<file path="config.mk">
export PLATFORM = sky130hd
export DESIGN_NAME = accel_fifo_responder_flat
export DESIGN_NICKNAME = d
export VERILOG_FILES = /design/src/rtl/accel_fifo_responder_pkg.sv /design/src/rtl/accel_fifo_responder_if.sv /design/src/rtl/accel_fifo_responder_sync_fifo.sv /design/src/rtl/accel_fifo_responder.sv /design/src/flat_wrapper.sv
export SDC_FILE = /design/constraint.sdc
export NUM_CORES = 2
export LEC_CHECK = 0
export CAP_MARGIN = 5
export CORE_MARGIN = 1
export CORE_UTILIZATION = 60
export DETAILED_ROUTE_END_ITERATION = 10
export GPL_ROUTABILITY_DRIVEN = 0
export PLACE_DENSITY_LB_ADDON = 0.3
export SETUP_SLACK_MARGIN = 0.2
export SYNTH_ARGS = -nofsm -noshare
export SYNTH_HDL_FRONTEND = slang
export SYNTH_SLANG_ARGS = --single-unit
</file>
<file path="constraint.sdc">
create_clock -name clk -period 26.8 [get_ports clk]
set_input_delay 5.36 -clock clk [delete_from_list [all_inputs] [get_ports clk]]
set_output_delay 5.36 -clock clk [all_outputs]
set_load 0.1 [all_outputs]
</file>
<file path="src/rtl/accel_fifo_responder_pkg.sv">
// ----------------------------------------------------------------------------
// accel_fifo_responder_pkg
// Shared definitions for the accelerator-side FIFO responder.
//   DATA_W_DEFAULT : word width of the router data bus
//   DEPTH_DEFAULT  : entries per FIFO (power of two, >= 2)
//   cnt_width()    : occupancy counter width, $clog2(depth)+1, so that a
//                    full FIFO (count == depth) can be represented
//   is_pow2()      : depth legality check used at elaboration
// ----------------------------------------------------------------------------
package accel_fifo_responder_pkg;

  localparam int DATA_W_DEFAULT = 128;
  localparam int DEPTH_DEFAULT  = 8;

  function automatic int cnt_width(input int depth);
    return $clog2(depth) + 1;
  endfunction

  function automatic bit is_pow2(input int depth);
    return (depth >= 2) && ((depth & (depth - 1)) == 0);
  endfunction

  localparam int CNT_W_DEFAULT = cnt_width(DEPTH_DEFAULT);

endpackage

</file>
<file path="src/rtl/accel_fifo_responder_if.sv">
// ----------------------------------------------------------------------------
// accel_fifo_responder_if
// Bundles the router bus, the accelerator port and the status flags of one
// accelerator FIFO responder.
//   slave  modport : the responder itself (accepts reqs, drives data/flags)
//   master modport : router controller + accelerator side
// Signals:
//   put_req/put_data          router -> to-FIFO push
//   get_req/get_data/get_valid router pop of from-FIFO, registered data
//   acc_rd_req/acc_rd_data/acc_rd_valid  accelerator pop of to-FIFO
//   acc_wr_req/acc_wr_data    accelerator push into from-FIFO
//   to_*/from_* empty/full/count  occupancy status
//   ovf_err/udf_err           sticky error flags
// ----------------------------------------------------------------------------
interface accel_fifo_responder_if
  import accel_fifo_responder_pkg::*;
#(
  parameter int DATA_W = DATA_W_DEFAULT,
  parameter int CNT_W  = CNT_W_DEFAULT
);

  logic              put_req;
  logic [DATA_W-1:0] put_data;
  logic              get_req;
  logic [DATA_W-1:0] get_data;
  logic              get_valid;
  logic              acc_rd_req;
  logic [DATA_W-1:0] acc_rd_data;
  logic              acc_rd_valid;
  logic              acc_wr_req;
  logic [DATA_W-1:0] acc_wr_data;
  logic              to_empty;
  logic              to_full;
  logic              from_empty;
  logic              from_full;
  logic [CNT_W-1:0]  to_count;
  logic [CNT_W-1:0]  from_count;
  logic              ovf_err;
  logic              udf_err;

  modport slave (
    input  put_req, put_data, get_req, acc_rd_req, acc_wr_req, acc_wr_data,
    output get_data, get_valid, acc_rd_data, acc_rd_valid,
    output to_empty, to_full, from_empty, from_full, to_count, from_count,
    output ovf_err, udf_err
  );

  modport master (
    output put_req, put_data, get_req, acc_rd_req, acc_wr_req, acc_wr_data,
    input  get_data, get_valid, acc_rd_data, acc_rd_valid,
    input  to_empty, to_full, from_empty, from_full, to_count, from_count,
    input  ovf_err, udf_err
  );

endinterface

</file>
<file path="src/rtl/accel_fifo_responder_sync_fifo.sv">
// ----------------------------------------------------------------------------
// accel_fifo_responder_sync_fifo
// Single-clock FIFO with registered pop data and 1-cycle pop latency.
// Ports:
//   clk, rst_n       clock, asynchronous active-low reset
//   push, push_data  write request and word
//   pop              read request
//   pop_data         popped word, holds its value when pop_valid=0
//   pop_valid        pop_data valid for the cycle after an accepted pop
//   count            occupancy (0..DEPTH)
//   empty, full      decoded from the registered count
//   ovf, udf         one-cycle pulses: push while full / pop while empty
// Full and empty are judged on the registered count only, so a pop at
// count==DEPTH cannot make room for a same-cycle push and a push at count==0
// cannot feed a same-cycle pop.
// ----------------------------------------------------------------------------
module accel_fifo_responder_sync_fifo
  import accel_fifo_responder_pkg::*;
#(
  parameter int DATA_W = DATA_W_DEFAULT,
  parameter int DEPTH  = DEPTH_DEFAULT
) (
  input  logic                       clk,
  input  logic                       rst_n,
  input  logic                       push,
  input  logic [DATA_W-1:0]          push_data,
  input  logic                       pop,
  output logic [DATA_W-1:0]          pop_data,
  output logic                       pop_valid,
  output logic [cnt_width(DEPTH)-1:0] count,
  output logic                       empty,
  output logic                       full,
  output logic                       ovf,
  output logic                       udf
);

  localparam int CNT_W = cnt_width(DEPTH);
  localparam int PTR_W = $clog2(DEPTH);

  if (!is_pow2(DEPTH)) begin : g_depth_check
    $error("accel_fifo_responder_sync_fifo: DEPTH must be a power of two >= 2");
  end

  logic [DATA_W-1:0] mem [DEPTH];
  logic [PTR_W-1:0]  wr_ptr;
  logic [PTR_W-1:0]  rd_ptr;
  logic              do_push;
  logic              do_pop;

  assign empty   = (count == '0);
  assign full    = (count == CNT_W'(DEPTH));
  assign do_push = push && !full;
  assign do_pop  = pop && !empty;
  assign ovf     = push && full;
  assign udf     = pop && empty;

  // Storage has no reset; only pointers and count define valid contents.
  always_ff @(posedge clk) begin
    if (do_push) begin
      mem[wr_ptr] <= push_data;
    end
  end

  // Pointers wrap naturally because DEPTH is a power of two.
  always_ff @(posedge clk or negedge rst_n) begin
    if (!rst_n) begin
      wr_ptr <= '0;
      rd_ptr <= '0;
      count  <= '0;
    end else begin
      if (do_push) begin
        wr_ptr <= wr_ptr + PTR_W'(1);
      end
      if (do_pop) begin
        rd_ptr <= rd_ptr + PTR_W'(1);
      end
      if (do_push && !do_pop) begin
        count <= count + CNT_W'(1);
      end else if (do_pop && !do_push) begin
        count <= count - CNT_W'(1);
      end
    end
  end

  // Output register: data only updates on an accepted pop.
  always_ff @(posedge clk or negedge rst_n) begin
    if (!rst_n) begin
      pop_data  <= '0;
      pop_valid <= 1'b0;
    end else begin
      pop_valid <= do_pop;
      if (do_pop) begin
        pop_data <= mem[rd_ptr];
      end
    end
  end

endmodule

</file>
<file path="src/rtl/accel_fifo_responder.sv">
// ----------------------------------------------------------------------------
// accel_fifo_responder
// Accelerator-side responder for the router data bus controller. Holds a
// to-accelerator FIFO (router put -> accelerator read) and a from-accelerator
// FIFO (accelerator write -> router get), publishes their status flags and
// collects sticky overflow/underflow errors from both.
// Ports:
//   clk    rising-edge clock
//   rst_n  asynchronous active-low reset
//   bus    accel_fifo_responder_if.slave, all request/data/status signals
// ----------------------------------------------------------------------------
module accel_fifo_responder
  import accel_fifo_responder_pkg::*;
#(
  parameter int DATA_W = DATA_W_DEFAULT,
  parameter int DEPTH  = DEPTH_DEFAULT
) (
  input  logic                    clk,
  input  logic                    rst_n,
  accel_fifo_responder_if.slave   bus
);

  logic to_ovf;
  logic to_udf;
  logic from_ovf;
  logic from_udf;
  logic ovf_err_q;
  logic udf_err_q;

  accel_fifo_responder_sync_fifo #(
    .DATA_W (DATA_W),
    .DEPTH  (DEPTH)
  ) u_to_fifo (
    .clk       (clk),
    .rst_n     (rst_n),
    .push      (bus.put_req),
    .push_data (bus.put_data),
    .pop       (bus.acc_rd_req),
    .pop_data  (bus.acc_rd_data),
    .pop_valid (bus.acc_rd_valid),
    .count     (bus.to_count),
    .empty     (bus.to_empty),
    .full      (bus.to_full),
    .ovf       (to_ovf),
    .udf       (to_udf)
  );

  accel_fifo_responder_sync_fifo #(
    .DATA_W (DATA_W),
    .DEPTH  (DEPTH)
  ) u_from_fifo (
    .clk       (clk),
    .rst_n     (rst_n),
    .push      (bus.acc_wr_req),
    .push_data (bus.acc_wr_data),
    .pop       (bus.get_req),
    .pop_data  (bus.get_data),
    .pop_valid (bus.get_valid),
    .count     (bus.from_count),
    .empty     (bus.from_empty),
    .full      (bus.from_full),
    .ovf       (from_ovf),
    .udf       (from_udf)
  );

  // Both FIFOs share one pair of error flags, held until reset.
  always_ff @(posedge clk or negedge rst_n) begin
    if (!rst_n) begin
      ovf_err_q <= 1'b0;
      udf_err_q <= 1'b0;
    end else begin
      ovf_err_q <= ovf_err_q | to_ovf | from_ovf;
      udf_err_q <= udf_err_q | to_udf | from_udf;
    end
  end

  assign bus.ovf_err = ovf_err_q;
  assign bus.udf_err = udf_err_q;

endmodule
</file>
<file path="src/flat_wrapper.sv">
// flat-port wrapper written by rule: the top's interface ports become plain ports
module accel_fifo_responder_flat import accel_fifo_responder_pkg::*;
#(
  parameter int DATA_W = DATA_W_DEFAULT,
  parameter int DEPTH  = DEPTH_DEFAULT
)
  (clk, rst_n, bus_put_req, bus_put_data, bus_get_req, bus_acc_rd_req, bus_acc_wr_req, bus_acc_wr_data, bus_get_data, bus_get_valid, bus_acc_rd_data, bus_acc_rd_valid, bus_to_empty, bus_to_full, bus_from_empty, bus_from_full, bus_to_count, bus_from_count, bus_ovf_err, bus_udf_err);
  accel_fifo_responder_if #(.DATA_W(DATA_W)) bus_i ();
  input  logic clk;
  input  logic rst_n;
  input wire logic [$bits(bus_i.put_req)-1:0] bus_put_req;
  input wire logic [$bits(bus_i.put_data)-1:0] bus_put_data;
  input wire logic [$bits(bus_i.get_req)-1:0] bus_get_req;
  input wire logic [$bits(bus_i.acc_rd_req)-1:0] bus_acc_rd_req;
  input wire logic [$bits(bus_i.acc_wr_req)-1:0] bus_acc_wr_req;
  input wire logic [$bits(bus_i.acc_wr_data)-1:0] bus_acc_wr_data;
  output wire logic [$bits(bus_i.get_data)-1:0] bus_get_data;
  output wire logic [$bits(bus_i.get_valid)-1:0] bus_get_valid;
  output wire logic [$bits(bus_i.acc_rd_data)-1:0] bus_acc_rd_data;
  output wire logic [$bits(bus_i.acc_rd_valid)-1:0] bus_acc_rd_valid;
  output wire logic [$bits(bus_i.to_empty)-1:0] bus_to_empty;
  output wire logic [$bits(bus_i.to_full)-1:0] bus_to_full;
  output wire logic [$bits(bus_i.from_empty)-1:0] bus_from_empty;
  output wire logic [$bits(bus_i.from_full)-1:0] bus_from_full;
  output wire logic [$bits(bus_i.to_count)-1:0] bus_to_count;
  output wire logic [$bits(bus_i.from_count)-1:0] bus_from_count;
  output wire logic [$bits(bus_i.ovf_err)-1:0] bus_ovf_err;
  output wire logic [$bits(bus_i.udf_err)-1:0] bus_udf_err;
  assign bus_i.put_req = bus_put_req;
  assign bus_i.put_data = bus_put_data;
  assign bus_i.get_req = bus_get_req;
  assign bus_i.acc_rd_req = bus_acc_rd_req;
  assign bus_i.acc_wr_req = bus_acc_wr_req;
  assign bus_i.acc_wr_data = bus_acc_wr_data;
  assign bus_get_data = bus_i.get_data;
  assign bus_get_valid = bus_i.get_valid;
  assign bus_acc_rd_data = bus_i.acc_rd_data;
  assign bus_acc_rd_valid = bus_i.acc_rd_valid;
  assign bus_to_empty = bus_i.to_empty;
  assign bus_to_full = bus_i.to_full;
  assign bus_from_empty = bus_i.from_empty;
  assign bus_from_full = bus_i.from_full;
  assign bus_to_count = bus_i.to_count;
  assign bus_from_count = bus_i.from_count;
  assign bus_ovf_err = bus_i.ovf_err;
  assign bus_udf_err = bus_i.udf_err;
  accel_fifo_responder #(.DATA_W(DATA_W), .DEPTH(DEPTH)) u_core (.clk(clk), .rst_n(rst_n), .bus(bus_i));
endmodule
</file>
==> flow_metrics.py <==
metrics = {
    "global_routing": {
        "grt_pass1_vias": 46340,
        "grt-ovfl-total": 0,
        "grt_util_all_layers_pct": 25.18,
        "antenna_found_initial": 42,
        "grt_max_degree": 181,
        "grt_pass1_wl_mm": 279.2,
    },
    "clocking": {
        "htree_levels": 4,
        "clock-sinks": 2328,
        "clock-root-buffer": "clkbuf_16",
        "cts_setup_buffers": 0,
        "cts_inserted_buffers": 217,
        "cts_tree": "yes",
        "clockBufferDepth": 3,
        "holdBufCountCts": 0,
        "cts_resized": 0,
        "insertion_delay_ns": 0.82,
        "clk_pin_slew_ns": 0.06,
    },
    "placed_design": {
        "port_buffers": 533,
        "hpwl_mm": 98.59,
        "place_area_um2": 95140,
    },
    "detailed_routing": {
        "drt_iter0_markers": 3545,
        "drt_wl_total_mm": 187.7,
        "top_layer": "met5",
        "drc_errors": 0,
        "vias": 44900,
        "routed_via_density": 6.045,
        "dr.pass1.iters": 5,
        "ant_nets": 0,
        "wl_met1_mm": 77.40,
        "dr_wl_met2_mm": 93.43,
        "wl_per_cell_um": 25.27,
        "wl_met3_mm": 11.30,
    },
    "final_layout": {
        "post-route-util_pct": 70.36,
        "fin_nets": 5571,
        "multi_input_area_um2": 18260,
        "drive_above_1_share_pct": 17.06,
        "n_fill_cell": 8917,
        "postLayoutCellArea_um2": 102700,
        "final-seq-area_um2": 68510,
        "area_delta_synth_final_pct": 16.23,
    },
    "setup_path": {
        "worstPathArrival_ns": 9.41,
        "critPathMaxFanout": 54,
        "start_kind": "primary input",
        "cp-end-kind": "flop",
        "cp.required_ns": 27.24,
        "critPathLaunch": "bus_acc_wr_req",
        "r2r_start": "u_core.u_to_fifo.rd_ptr[0]$_DFFE_PN0P_",
        "setup.worst_path.class": "primary input to flop",
    },
    "timing": {
        "setup_viol": 0,
        "skew_ns": 0.03430,
        "hold_viol_final": 0,
        "finalCritPeriodShare_pct": 33.47,
        "fmax_mhz": 111.5,
        "slew_headroom_pct": 10.18,
        "setup_tns_ns": 0,
        "slew_viol_final": 0,
        "rsz0062_at_grt": "no",
        "tightest_slew_ns": 1.347,
        "period_needed_ns": 8.971,
    },
    "floorplanning": {
        "initial_core_util_pct": 60.53,
        "rows": 140,
        "die-area_um2": 148700,
        "fp.dieW_um": 385.7,
        "fp.dieH_um": 385.7,
        "io_pins": 534,
        "core_um2": 145900,
    },
    "synth": {
        "ys_seq_elements": 2328,
        "synthesis.nets": 5050,
        "yosysMostFrequentCell": "edfxtp_1",
        "synth_seq_area_share_pct": 77.56,
        "synth_top_area_share_pct": 69.63,
        "yosysTopAreaCell": "edfxtp_1",
        "synth_simple_gate_area_share_pct": 1.472,
        "synth_area_leaders": "edfxtp_1 (70%), dfrtp_1 (7.9%), mux2_2 (6.6%)",
        "ys.warnings.count": 0,
        "synth_edf_count": 2048,
        "synth_top_family_by_area": "multiplexers",
        "avgSynthCellArea_um2": 18.49,
        "async_reset_ff_share_pct": 12.03,
        "yosys.area_share.xor_xnor_pct": 0.1190,
        "ys_dominant_reg_cell": "edfxtp_1",
        "synth_common_cells": "edfxtp_1 (2048), mux2_2 (514), mux2i_1 (514)",
        "synth_area_um2": 88320,
        "postSynthCellCount": 4776,
        "synth_compound_area_share_pct": 6.275,
        "synthMuxAreaShare_pct": 12.41,
        "ys_types": 37,
        "synthAdderAreaFrac_pct": 0.1870,
    },
    "worst_hold_path": {
        "hold_path.class": "flop to flop",
        "min_from": "u_core.u_from_fifo.pop_data[6]$_DFFE_PN0P_",
    },
    "run_status": {
        "outcome": "finished clean",
    },
    "power_and_ir_drop": {
        "leakagePower_nw": 35.28,
        "power.density_nw_per_um2": 125.6,
        "ir_worst_vdd_v": 0.0001370,
    },
    "job": {
        "drv_cap": 0,
    },
}
## cell usage in the layout, fill, tap and decap left out, drive strengths merged, types with 10 or more instances in the layout
master         instances
nand2b                10
o21ai                260
nor3                  10
diode                 22
mux2                 516
buf                   58
a221o                 58
clkdlybuf4s50        532
clkbuf               301
clkinv                66
edfxtp              2048
nand2                278
xnor2                 10
bufinv                30
mux2i                514
nor2                  14
dfrtp                280
ha                    10
a22oi                200
inv                   11
o22ai                 56
o221ai               200
## logic make-up (layout without fill, tap and decap cells)
group	Yosys count	count (layout)
AO/OA/AOI/OAI	782	782
XOR/XNOR	12	12
adder cells (fa/ha/maj)	12	12
buffers and inverters	292	1004
flip-flops	2328	2328
multiplexers	1030	1030
other	0	22
AND/OR/NAND/NOR	320	320
## final cells by class
type | instances | share of cell area (%)
Antenna cell | 22 | 0.05363
Clock buffer | 301 | 5.946
Clock inverter | 109 | 1.326
Inverter | 4 | 0.01463
Multi-Input combinational cell | 2156 | 17.78
Sequential cell | 2328 | 66.74
Tap cell | 1917 | 2.336
Timing Repair Buffer | 590 | 5.801
## worst max-delay path, stage by stage
cell and delay, ns:
clkdlybuf4s50_1 0.47, nor2b_1 0.49, nand2_1 0.37, nor2_4 1.02, buf_4 0.71, buf_4 0.79
## per-stage QoR
step                      std cells  hold WS, ns  worst slack (ns)  power (mW)
after floorplan                4776       0.4805             11.55       8.600
after global placement         6995       0.4635             17.12       9.711
after detailed placement       6995       0.4659             17.00       9.796
after CTS                      7405       0.4837             17.87       12.96
after global routing           7424       0.5005             17.70       13.36
final                          7427       0.4770             17.83       12.89
## where the power goes
part,switching [mW],internal [mW]
Clock,1.29,1.88
Combinational,3.30,1.43
Sequential,0.322,4.67
Total,4.92,7.98
## state kept, by name, summed over array words and instances, names as in the netlist, 3 cells and up
signal and count:
u_core.u_from_fifo.pop_data 128, u_core.u_to_fifo.wr_ptr 3, u_core.u_from_fifo.rd_ptr 3, u_core.u_to_fifo.mem 1024, u_core.u_from_fifo.count 4, u_core.u_to_fifo.pop_data 128
u_core.u_to_fifo.count 4, u_core.u_to_fifo.rd_ptr 3, u_core.u_from_fifo.wr_ptr 3, u_core.u_from_fifo.mem 1024
## worst paths after layout
check                                                              end  slack [ns]  depth (start not counted)
max                            u_core.u_from_fifo.mem[3][42]$_DFFE_PP_       17.83                          6
min                         u_core.u_from_fifo.pop_data[6]$_DFFE_PN0P_        0.48                          2
max reg2reg                  u_core.u_to_fifo.pop_data[51]$_DFFE_PN0P_       21.96                          6
min reg2reg                 u_core.u_from_fifo.pop_data[6]$_DFFE_PN0P_        0.48                          2
max in group asynchronous    u_core.u_to_fifo.pop_data[58]$_DFFE_PN0P_       20.03                          3
min in group asynchronous  u_core.u_from_fifo.pop_data[61]$_DFFE_PN0P_        4.56                          1
## per-layer routing
layer  vias to the layer above  GRT usage (%)
li1                      20160              -
met1                     22980          34.01
met2                      1438          41.43
met3                       290          4.412
met4                        30          9.113
met5                         -              0
Power figures use the tool's default switching activity.
